`config.mk`:
```
export PLATFORM = sky130hd
export DESIGN_NAME = fifo_flow_p
export DESIGN_NICKNAME = d
export VERILOG_FILES = /design/src/rtl/fifo_pkg.sv /design/src/rtl/fifo_ram_p.sv /design/src/rtl/fifo_flow_p.sv
export SDC_FILE = /design/constraint.sdc
export NUM_CORES = 1
export LEC_CHECK = 0
export ABC_AREA = 1
export CAP_MARGIN = 20
export CORE_MARGIN = 1.5
export CORE_UTILIZATION = 45
export DETAILED_ROUTE_END_ITERATION = 8
export PLACE_DENSITY_LB_ADDON = 0.3
export SLEW_MARGIN = 30
export SYNTH_ARGS = -nofsm -noshare
export SYNTH_HDL_FRONTEND = slang
export SYNTH_HIERARCHICAL = 1
export SYNTH_SLANG_ARGS = --single-unit
```
`constraint.sdc`:
```
create_clock -name clk -period 2.2 [get_ports clk]
set_input_delay 0.22 -clock clk [delete_from_list [all_inputs] [get_ports clk]]
set_output_delay 0.22 -clock clk [all_outputs]
set_load 0.02 [all_outputs]
```
`src/rtl/fifo_pkg.sv`:
```
// fifo_pkg: shared definitions for the fifo_flow_p FIFO.
//   flow_state_t : flow-control FSM encoding (FLOW_OK / FLOW_PAUSE)
//   depth_of()   : storage depth derived from the address width
package fifo_pkg;

    typedef enum logic {
        FLOW_OK    = 1'b0,
        FLOW_PAUSE = 1'b1
    } flow_state_t;

    function automatic int depth_of(input int aw);
        return 1 << aw;
    endfunction

endpackage

```
`src/rtl/fifo_ram_p.sv`:
```
// fifo_ram_p: register-array dual-port memory with synchronous write and
// synchronous registered read. The array itself is never reset; only the
// read register is cleared so the FIFO output comes up at zero.
// Ports:
//   clk, reset      : clock and synchronous active-high reset (read reg only)
//   we, waddr, wdata: write port
//   re, raddr       : read request and address
//   rdata           : registered read data, holds while re is low
module fifo_ram_p
    import fifo_pkg::*;
#(
    parameter int DW = 6,
    parameter int AW = 3
) (
    input  logic          clk,
    input  logic          reset,
    input  logic          we,
    input  logic [AW-1:0] waddr,
    input  logic [DW-1:0] wdata,
    input  logic          re,
    input  logic [AW-1:0] raddr,
    output logic [DW-1:0] rdata
);

    localparam int DEPTH = depth_of(AW);

    logic [DW-1:0] mem [DEPTH];

    always_ff @(posedge clk) begin
        if (we) begin
            mem[waddr] <= wdata;
        end
    end

    always_ff @(posedge clk) begin
        if (reset) begin
            rdata <= '0;
        end else if (re) begin
            rdata <= mem[raddr];
        end
    end

endmodule

```
`src/rtl/fifo_flow_p.sv`:
```
// fifo_flow_p: parametrised synchronous FIFO with hysteresis flow control.
// Ports:
//   clk, reset       : clock, synchronous active-high reset
//   data_in, push    : write word and request
//   pop              : read request
//   af_th, ae_th     : almost-full set / almost-empty release thresholds
//   data_out         : registered read data (1-cycle latency), held when idle
//   valid_out        : one-cycle pulse per accepted pop
//   count            : occupancy 0..DEPTH
//   fifo_empty/full  : decoded from count
//   almost_full      : flow-control pause (hysteresis FSM)
//   almost_empty     : count <= ae_th
//   error            : one-cycle pulse for a rejected push or pop
//   error_sticky     : latched OR of error, cleared only by reset
module fifo_flow_p
    import fifo_pkg::*;
#(
    parameter int DW = 6,
    parameter int AW = 3
) (
    input  logic          clk,
    input  logic          reset,
    input  logic [DW-1:0] data_in,
    input  logic          push,
    input  logic          pop,
    input  logic [AW:0]   af_th,
    input  logic [AW:0]   ae_th,
    output logic [DW-1:0] data_out,
    output logic          valid_out,
    output logic [AW:0]   count,
    output logic          fifo_empty,
    output logic          fifo_full,
    output logic          almost_full,
    output logic          almost_empty,
    output logic          error,
    output logic          error_sticky
);

    localparam logic [AW:0] DEPTH_C = {1'b1, {AW{1'b0}}};

    logic [AW-1:0] wr_ptr;
    logic [AW-1:0] rd_ptr;
    logic          pop_ok;
    logic          push_ok;
    logic          req_err;
    logic [AW:0]   count_next;
    flow_state_t   state;

    // A pop frees a slot in the same cycle, so push on full is legal with it.
    // Push on empty never forwards to the pop side: there is no bypass.
    assign pop_ok  = pop && (count != '0);
    assign push_ok = push && ((count != DEPTH_C) || pop_ok);
    assign req_err = (push && !push_ok) || (pop && !pop_ok);

    always_comb begin
        count_next = count;
        case ({push_ok, pop_ok})
            2'b10:   count_next = count + 1'b1;
            2'b01:   count_next = count - 1'b1;
            default: count_next = count;
        endcase
    end

    fifo_ram_p #(
        .DW (DW),
        .AW (AW)
    ) u_ram (
        .clk   (clk),
        .reset (reset),
        .we    (push_ok && !reset),
        .waddr (wr_ptr),
        .wdata (data_in),
        .re    (pop_ok && !reset),
        .raddr (rd_ptr),
        .rdata (data_out)
    );

    always_ff @(posedge clk) begin
        if (reset) begin
            wr_ptr       <= '0;
            rd_ptr       <= '0;
            count        <= '0;
            valid_out    <= 1'b0;
            error        <= 1'b0;
            error_sticky <= 1'b0;
        end else begin
            if (push_ok) begin
                wr_ptr <= wr_ptr + 1'b1;
            end
            if (pop_ok) begin
                rd_ptr <= rd_ptr + 1'b1;
            end
            count        <= count_next;
            valid_out    <= pop_ok;
            error        <= req_err;
            error_sticky <= error_sticky | req_err;
        end
    end

    // Flow-control FSM. Evaluated on count_next so almost_full moves on the
    // same edge as count. With overlapping thresholds PAUSE takes priority.
    always_ff @(posedge clk) begin
        if (reset) begin
            state <= FLOW_OK;
        end else begin
            case (state)
                FLOW_OK: begin
                    if (count_next >= af_th) begin
                        state <= FLOW_PAUSE;
                    end
                end
                FLOW_PAUSE: begin
                    if (!(count_next >= af_th) && (count_next <= ae_th)) begin
                        state <= FLOW_OK;
                    end
                end
                default: state <= FLOW_OK;
            endcase
        end
    end

    assign almost_full  = (state == FLOW_PAUSE);
    assign fifo_empty   = (count == '0);
    assign fifo_full    = (count == DEPTH_C);
    assign almost_empty = (count <= ae_th);

endmodule

```
Word-level counts from Yosys, hierarchy flattened --
Memories as Yosys holds them, arrays and structs flattened. A register that Yosys moved wholly into a read port is not among the register bits. Cells that the tools add are included.
Storage, ports and cells: flip-flop bits (word level) 14, memory bits (writable) 48, input port bits 18, output and inout bits 17, memories 1
Memories:
- u_ram.mem | words 8, bits a word 6, read ports 1, clocked after memory_dff 1, write ports 1, RTL line fifo_ram_p.sv:27 | logic [DW-1:0] mem [DEPTH];
Cells by class: add/sub/neg operators 4, $lt $le $gt $ge 3, equal/unequal tests 4, mux-type cells 6, bitwise gates (word level) 2, reduce and logical (&&, ||, !) cells 15
Operators by type and width (count):
- 4-bit <= comparator | 2
- 4-bit case mux with 2 select lines | 1
- 1-bit logical AND | 7
- 3-bit by 1-bit adder with 3-bit output, second input constant | 2
- 4-bit by 1-bit adder with 4-bit output, second input constant | 1
- 4-bit == test, second input constant | 1
- 4-bit greater-or-equal comparator | 1
- 1-bit zero test | 4
- 4-bit zero test | 1
- 1-bit two-way mux | 4
- 4-bit inequality test, second input constant | 1
- 4-bit nonzero test | 1
- 4-bit by 1-bit subtractor with 4-bit output, second input constant | 1
- 2-bit by 1-bit == test with 1-bit output, second input constant | 1
- 2-bit == test, second input constant | 1
- 1-bit logical OR | 2
- 1-bit case mux with 2 select lines | 1
- 1-bit inverter | 1
- 1-bit bitwise OR | 1

Depth between registers and ports, before layout --
Gate-level depths: netlist of run 1.
depth after elaboration 11, mapped depth 19

Cells and area by module --
Netlist of run 1, hierarchy kept.
Modules (own cells, without submodules):
- fifo_ram_p | instances 1, cells each 233, area an instance 2347.3 µm², seq. area each 1561.5 µm²
- fifo_flow_p | instances 1, cells each 135, area an instance 987.2 µm², seq. area each 280.3 µm²

Least setup slack after synthesis of run 1 --
Ideal clock, no wire load.
path type reg2reg, start point reg count[1], end point reg state (netlist: almost_full), library setup time 132 ps, data arrival time 2425 ps, setup slack -357 ps, stages on the path, launching flop included 19, buffers on the path 0, clock period less this slack 2557 ps, cell sequence dfxtp_1 > nor2_2 > nand2_2 > nand2_4 > inv_2 > nand2_4 > inv_1 > ha_1 > a21oi_1 > nand3_1 > nand2_1 > nand3_1 > nand2_1 > inv_1 > ha_1 > a21oi_1 > o21ai_0 > nor2_1 > a21oi_1
Between the ends: cells in the longest elaborated chain, start to end 11, elaborated cells on any way between the ends 17, those cells by class add/sub (2); order compare (2); eq/ne (3); mux (4); reduce/logical (6)
Ends and longest elaborated chain:
- start, declared | RTL line fifo_flow_p.sv:30 | output logic [AW:0] count,
- start signal, assigned | RTL line fifo_flow_p.sv:93 | count <= count_next;
- 4-bit nonzero test | RTL line fifo_flow_p.sv:51 | assign pop_ok = pop && (count != '0);
- 1-bit logical AND | RTL line fifo_flow_p.sv:51
- 1-bit logical OR | RTL line fifo_flow_p.sv:52 | assign push_ok = push && ((count != DEPTH_C) || pop_ok);
- 1-bit logical AND | RTL line fifo_flow_p.sv:52
- 2-bit by 1-bit == test with 1-bit output or 2-bit == test (tied branches) | RTL line fifo_flow_p.sv:57 | case ({push_ok, pop_ok})
- 4-bit case mux with 2 select lines * | RTL line fifo_flow_p.sv:57
- named net count_next[3] | RTL line fifo_flow_p.sv:46 | logic [AW:0] count_next;
- 4-bit greater-or-equal comparator | RTL line fifo_flow_p.sv:108, fifo_flow_p.sv:113
- 1-bit zero test | RTL line fifo_flow_p.sv:113 | if (!(count_next >= af_th) && (count_next <= ae_th)) begin
- 1-bit logical AND | RTL line fifo_flow_p.sv:113
- 1-bit two-way mux | RTL line fifo_flow_p.sv:113
- 1-bit case mux with 2 select lines * | RTL line fifo_flow_p.sv:106 | case (state)
- end signal, assigned | RTL line fifo_flow_p.sv:109 | state <= FLOW_PAUSE;
- end signal, assigned | RTL line fifo_flow_p.sv:114 | state <= FLOW_OK;
- end signal, assigned | RTL line fifo_flow_p.sv:117 | default: state <= FLOW_OK;
- end, declared | RTL line fifo_flow_p.sv:47 | flow_state_t state;
The timed path passes the listed nets; every way through them passes the cells marked *. A chain may end at the register's enable or synchronous reset.

Final worst setup path of run 1 --
Ends and elaborated chain as after synthesis.

==> summary.md, run 1 <==
Once detailed placement completed, the half-perimeter wirelength came to 4995 um. The area of the die was 7935 sq um. The via count of the first global-routing pass is 2346. The logs give 0 for the diode insertion count for antenna repair and 25 for the largest net degree at the start of global routing. Register bit total from synthesis: 68. Of the total power, the share spent switching nets is 37.58%. The synthesized design contains 48 enable-type register cells. After clock tree synthesis, the flow added hold-fix buffers numbering 0.

Registers are responsible for 31.5% of the overall power. The instance count of the mapped netlist is 368. For met2 alone, demand over resource in global routing was 29.53%.

The analysis attributes to net switching a power of 0.001912 W. Measured against its own limit, the worst slew margin works out to 75.38%. The clock root buffer was clkbuf_8. Static timing analysis puts the maximum clock frequency at 0.4407 GHz. Smallest hold slack: 0.4797 ns. The global routing's busiest layer is met2. For this block, the via count after detailed routing is 2593. Of the cells placed in the final design, the portion with a size suffix greater than 1 is 19.68%. The run gives 4 as the number of iterations in the first detailed-routing pass. For the worst setup path, the data required time is 2.47 ns. For this run, the share of the core covered by cells in the final layout is 59.64%. After layout, the worst path uses 103.2% of the clock period.

For the number of pins exceeding their max-slew limit in the final report, the log shows 0. Global routing finished with a remaining overflow of 0. In the global route stage, met3 resource usage came out at 4.709%.

The first global-routing pass estimated 11100 um of wire. Tracing the worst setup path back leads to its startpoint at count[1]. Prior to clock tree synthesis, the placed netlist has a worst setup slack of -0.2977 ns.

The number of cells on the worst reg-to-reg path is 18. Yosys printed 6 warnings. The startpoint identified for the worst register-to-register timing path is count[1]. TritonCTS created 9 clock buffers. Counting distinct cell types in the post-synthesis netlist gives 24.

The count of final setup violators was 1; the maximum fanout encountered on the critical timing path was 3. After detailed routing, the average wire length per cell comes to 13.13 um. The analysis attributes to cell leakage a power of 1.946 nW. Row generation in the floorplan step produced 31 rows. The starting density of the core was 46.22%; the DRC violation total after the first TritonRoute iteration was 181. In this run the mean area of a mapped cell was 9.061 sq um.

For flop-to-flop paths, the worst setup slack is -0.07 ns. The global routing usage on met1 is 26.12%, and the number of cells on the worst hold path is 2. The worst path setup slack after routing came out at -0.06935 ns. For this run, design rule violations remaining after detail routing come to 0. After clock tree synthesis, the clock-pin slew on the worst setup and hold paths is 0.07 ns.

The post-synthesis instance area is 3334 sq um. The run gives 0.004038 ns as the clock skew. TritonCTS built the clock tree.

After layout, the design draws a total of 0.005088 W. The number of clock sinks is 68. The die boundary height came out at 89.08 um. For this run, asynchronously set or reset flops after synthesis account for 0%.

Summing all placed instances gives a cell area of 4018 sq um. The number of hold violations in the final report was 0; the actual slew at the worst max-slew pin was 0.3689 ns. The I/O pin count came out at 35.

Setup repair after global routing could not meet its margin everywhere. The net count of the finished layout is 468. Data arrives at the worst endpoint at 2.54 ns. The flow ran to the end, but the final reports show violations. For the post-route standard cell area excluding fillers, the log shows 4303 sq um. Counting every net in the synthesized netlist gives 403. The largest vdd supply drop is 0.0008594 V. Capture instance of the worst register-to-register path: almost_full. For the finished layout, the period the worst path requires is 2.269 ns. For the logic gate share of total power, the log shows 47.2%. The capturing element of the worst setup path was almost_full.

The longest clock path from root to sink contains 2 buffers. The run gives 0 as the number of antenna violations at the first check in global routing. The critical path in this run is classified as flip-flop to flip-flop. Number of maximum-capacitance constraint violations: 0. The fraction of power consumed by the clock network came out at 21.3%. Using the TritonRoute via totals, the vias-per-cell ratio works out to 4.838. The path class of the tightest hold or removal check is flip-flop to flip-flop. The region available for standard cell placement spans 7214 sq um.

Total detailed-routing wirelength: 7040 um. The count of buffers inserted at the top-level ports is 34. At the end of routability-driven placement, the weighted congestion stood at 0.7864. Power spread over the standard cell area amounts to 1182 nW/um^2. Antenna violation net count after detailed routing: 0. The tools report the sequential fraction of the synthesis area as 55.23%.

The most used flip-flop cell after synthesis is edfxtp_1. Relative to the synthesized area, the layout overhead comes to 29.04%. The endpoint kind of the worst setup timing path was a flip-flop. Global routing used 19.16% of the available tracks across all layers. The clock tree synthesis step divided the H-tree into 3 levels. The insertion delay of the later-clocked pin in the worst-skew pair is 0.34 ns, and the floorplan die width is 89.08 um.

The internal portion of the total power is 0.003176 W. The tools report the critical path launch point type as a flip-flop. The checks that failed: setup timing.
cell usage after synthesis (2+ instances only):
library cell,number,area [sq um]
o21ai_0,12,60.06
inv_2,2,7.510
a21oi_2,6,52.55
nand2_4,2,22.52
xor2_1,2,17.52
buf_2,5,25.02
inv_1,75,281.5
nor2_1,21,78.83
buf_6,3,33.78
nand2_1,85,319.1
edfxtp_1,48,1441
ha_1,16,200.2
a21oi_1,13,65.06
nand3_1,46,230.2
nand2_2,4,25.02
dfxtp_1,20,400.4
logic make-up (layout without fill, tap and decap cells):
kind of cell               after synthesis  after routing  share of synthesized area [%]
and+or+nand+nor                        161            161                          21.16
buffers and inverters                   87            156                          10.73
DFF                                     68             68                          55.23
AOI/OAI and AO/OA                       33             33                          5.741
adders and majority gates               17             17                          6.604
xor gates and xnor gates                 2              2                         0.5254
cell type report:
cell class                      count  area [sq um]
Timing Repair Buffer               63         558.0
Inverter                           78         300.3
Sequential cell                    68          1854
Fill cell                         626          2912
Tap cell                           99         123.9
Clock inverter                      5         77.57
Multi-Input combinational cell    213          1261
Clock buffer                       10         127.6
flip-flops by register name (all words and copies together), names as in the netlist:
register and flops:
error_sticky 1, rd_ptr 3, error 1, valid_out 1, u_ram/mem 48, count 4
u_ram/rdata 6, almost_full 1, wr_ptr 3
metal layers:
| layer | wire (um) | vias to the layer above |
|---|---|---|
| li1 | - | 1307 |
| met1 | 3342 | 1213 |
| met2 | 3302 | 65 |
| met3 | 299 | 8 |
| met4 | 95 | 0 |
| met5 | 0 | - |
repair_timing:
action                                  CTS  global route
pin swaps                                10             8
resized for setup                         4            15
buffers inserted                          1             0
endpoints found under the setup margin    2             2
cloned                                    0             0
worst max-delay path, cell delays in order (launching register included):
cell and delay, ns:
dfxtp_4 0.35, nor2_4 0.11, nand2_2 0.08, nand2_4 0.07, inv_4 0.04, nand2_4 0.06, inv_4 0.04, ha_1 0.20
a21oi_4 0.17, nand3_1 0.13, nand2_1 0.08, nand2_1 0.06, nand2_2 0.08, inv_2 0.06, ha_4 0.28, nand2_2 0.05
o21ai_2 0.11, nand3_1 0.10, a21oi_2 0.14
layout by cell type, fill, tap and decap left out, drive strengths merged:
cell           instances
clkbuf                10
ha                    16
clkinv                 3
inv                   78
clkdlybuf4s15          1
edfxtp                48
nand3                 47
o21ai                 13
fa                     1
o32ai                  1
nor2                  22
clkdlybuf4s50         33
a21oi                 19
bufinv                 2
dfxtp                 20
xor2                   2
nand4                  1
nand2                 91
buf                   29
through the flow:
step	instances	setup TNS, ns
floorplan	368	-0.04563
global placement	520	-0.2922
detailed placement	520	-0.4002
CTS	536	-0.05277
global route	536	-0.2101
finish	536	-0.06935
power groups by stage:
stage	sequential [W]	clock, W	combinational [W]
CTS	0.00160	0.00110	0.00227
finish	0.00160	0.00108	0.00240
global placement	0.00161	0	0.00214
global route	0.00162	0.00115	0.00267
floorplan	0.00176	0	0.00130
detailed placement	0.00162	0	0.00219
worst min-delay path by stage:
stage                             from               to  slack, ns
after floorplan             data_in[0]  u_ram/mem[0][0]       0.32
after global placement       rd_ptr[0]        rd_ptr[0]       0.44
after detailed placement     rd_ptr[0]        rd_ptr[0]       0.47
after CTS                 error_sticky     error_sticky       0.49
after global routing      error_sticky     error_sticky       0.51
final                     error_sticky     error_sticky       0.48
(Power assumes the default switching activity.)
==> inputs of run 2 (changes only) <==
--- a/config.mk
+++ b/config.mk
@@ -8,7 +8,8 @@
 export ABC_AREA = 1
 export CAP_MARGIN = 20
 export CORE_MARGIN = 1.5
-export CORE_UTILIZATION = 45
+export CORE_UTILIZATION = 56
+export CTS_CLUSTER_DIAMETER = 60
 export DETAILED_ROUTE_END_ITERATION = 8
 export PLACE_DENSITY_LB_ADDON = 0.3
 export SLEW_MARGIN = 30
==> constraint.sdc (replaced) <==
create_clock -name clk -period 2.5 [get_ports clk]
set_input_delay 0.25 -clock clk [delete_from_list [all_inputs] [get_ports clk]]
set_output_delay 0.25 -clock clk [all_outputs]
set_load 0.02 [all_outputs]
==> run 2 against run 1 <==
Net effect:
- the flow now finishes without violations
- worst hold slack about the same
- wire length up 3.8%
- clock skew up 0.0059 ns
- first-iteration DRC count up 59%
- largest power group unchanged
==> summary.md, run 2 (synthesis results as in run 1) <==
In this run the remaining antenna-violating nets after routing total 0. The largest vdd supply drop is 0.0006708 V. Summed over all layers, the global routing overflow is 0. The final critical-path share of the clock period works out to 96.18%. Type of the worst setup path: flip-flop to flip-flop. The via count of the first global-routing pass was 2516; the routed wire length per instance was 14.50 um.

The first detailed-routing pass ran for 5 iterations. Measured against its own limit, the worst slew margin works out to 69.51%. The clock transition at the registers of the reported paths was 0.07 ns. The tools report the critical path launch point type as a flip-flop. The clock passes through at most 2 buffers. The type of the most critical hold path is flip-flop to flip-flop. The wire-length estimate of the detail-placed layout is 4916 um. At the worst endpoint, the arrival time is 2.68 ns. The count of buffers inserted at the top-level ports was 34; the floorplan die width was 80.17 um. Setup repair after global routing could not meet its margin everywhere. The worst setup path is captured at a flip-flop. The run gives 11710 um as the first-pass GRT wire length.

For the I/O pin count, the log shows 35. The logs give 0.4799 ns for the smallest hold slack and 0.4159 GHz for the highest attainable clock frequency. The final layout contains 462 nets.

The logs give 25.12% for the global router's overall resource usage and 0 for the residual DRC count. Leaving out fill and tap cells, the most frequent cell in the layout is nand2_1. The DRC violation total after the first TritonRoute iteration is 288, and the fill cell total of the finished layout is 392. The post-CTS repair timing setup buffer count is 0, and the setup slack at placement is -0.2609 ns. Once the floorplan was initialized, standard cells occupied 59.10% of the core.

Setup total negative slack on the finished layout was measured at 0 ns. The register with the most flip-flops in the layout has 48 of them. The insertion delay of the later-clocked pin in the worst-skew pair was 0.34 ns; the maximum fanout encountered on the critical timing path was 3. Total detailed-routing wirelength: 7306 um. The number of maximum-capacitance constraint violations was 0. Entering global routing, the biggest net connects 29 pins. The die covers 6426 sq um. The number of clock sinks is 68. The actual slew at the worst max-slew pin was 0.4569 ns; the number of buffers created by CTS was 9.

The number of pins exceeding their max-slew limit in the final report came out at 0. Leaving out fill and tap cells, the most frequent cells in the layout are nand2_1, inv_1, edfxtp_1, nand3_1, clkdlybuf4s50_1. Register with the highest flop count: u_ram/mem. The cell area after placement was 3879 sq um; the area overhead of the layout relative to synthesis was 24.69%. The worst path setup slack after routing was 0.09549 ns.

Summing all non-filler instances in the final layout gives an area of 4158 sq um. The number of antenna violations at the first check in global routing was 0; the count of final setup violators was 0. The flow ran to the end, and the final reports show no timing, DRC or antenna violations. The H-tree was split into 3 levels.

The cell row count was 27. The standard cell core area came out at 5642 sq um. TritonCTS built the clock tree. Subtracting the final worst setup slack from the clock period gives 2.405 ns. The root buffer cell chosen for the clock tree is clkbuf_8. The static leakage came out at 1.900 nW. The largest registers in the layout are u_ram/mem: 48 flops, u_ram/rdata: 6 flops, count: 4 flops. After detailed routing, the number of vias per cell comes to 5.073.

Dividing total power by cell area gives a power density of 1025 nW/um^2. The run gives 2557 as the via count of the routed design. The number of hold violations in the final report came out at 0. The congestion estimate from routability-driven global placement came to 0.7705.

Cells with a size suffix above 1 make up 16.20% of the layout. At the worst endpoint, the required time is 2.78 ns. The quantity of hold-fixing buffers added after cts was 0; the die boundary height was 80.17 um. The run gives 0.009928 ns as the clock skew. The number of antenna diodes in the final layout is 0. Total power for the finished layout comes to 0.004261 W.
## run 2: cell count changes in the layout (fill, tap and decap cells not counted), sizes merged
| cell | before | now |
|---|---|---|
| clkinvlp | 0 | 1 |
| clkdlybuf4s15 | 1 | 0 |
| clkinv | 3 | 5 |
| clkbuf | 10 | 9 |
| bufinv | 2 | 1 |
| dlymetal6s2s | 0 | 1 |
| buf | 29 | 23 |
## run 2: timing repair
action                     CTS  global route
resized for setup            2            16
pin swaps                    1             1
setup endpoints to repair    1             2
## run 2: final cells by class
cell class | count | area [sq um] | share of cell area (%)
Timing Repair Buffer | 57 | 515.5 | 12.40
Inverter | 78 | 295.3 | 7.102
Clock buffer | 9 | 123.9 | 2.979
Tap cell | 72 | 90.09 | 2.167
Multi-Input combinational cell | 213 | 1220 | 29.34
Clock inverter | 7 | 67.56 | 1.625
Sequential cell | 68 | 1846 | 44.39
## run 2: critical path: stages, from the launching register on
cell and delay, ns:
dfxtp_2 0.32, nor2_2 0.12, nand2_2 0.09, nand2_4 0.07, inv_2 0.05, nand2_4 0.05, inv_2 0.05, buf_4 0.13
fa_1 0.37, xor2_1 0.17, nand2_1 0.10, nand2_2 0.10, ha_1 0.30, nand2_1 0.06, o21ai_1 0.14, nor2_1 0.07
a21oi_2 0.14
## run 2: per-stage QoR
| step | utilization, % | instances |
|---|---|---|
| CTS | 72.43 | 504 |
| global placement | 68.75 | 488 |
| floorplan | - | 368 |
| detailed placement | 68.75 | 488 |
| finish | 73.70 | 504 |
| global route | 73.70 | 504 |
## run 2: where the power goes
part,total (W),internal (W),leakage [nW],switching (W)
clock,0.000878,0.000455,0.0943,0.000423
sequential,0.00139,0.00132,0.599,0.0000636
combinational,0.00200,0.000815,1.21,0.00118
## run 2: final timing paths
path / slack, ns / to / cells after the start / startpoint
setup / recovery: 0.1 / almost_full / 16 / count[2]
hold / removal: 0.48 / error_sticky / 2 / error_sticky
setup reg to reg: 0.1 / almost_full / 16 / count[2]
hold reg to reg: 0.48 / error_sticky / 2 / error_sticky
## run 2: metal layers
layer  track usage [%]  up-vias  part of all wire [%]
met5                 0        -                     0
met4             10.86        0                   1.7
met3             5.682       11                   6.2
met2             40.50       89                    49
met1             32.39     1160                    43
li1                  -     1297                     -
==> inputs of run 3 (changes only) <==
--- a/config.mk
+++ b/config.mk
@@ -11,6 +11,7 @@
 export CORE_UTILIZATION = 56
 export CTS_CLUSTER_DIAMETER = 60
 export DETAILED_ROUTE_END_ITERATION = 8
+export HOLD_SLACK_MARGIN = 0.15
 export PLACE_DENSITY_LB_ADDON = 0.3
 export SLEW_MARGIN = 30
 export SYNTH_ARGS = -nofsm -noshare
==> results of run 3 <==
The final DEF is identical to that of run 2; final timing and power are the same.
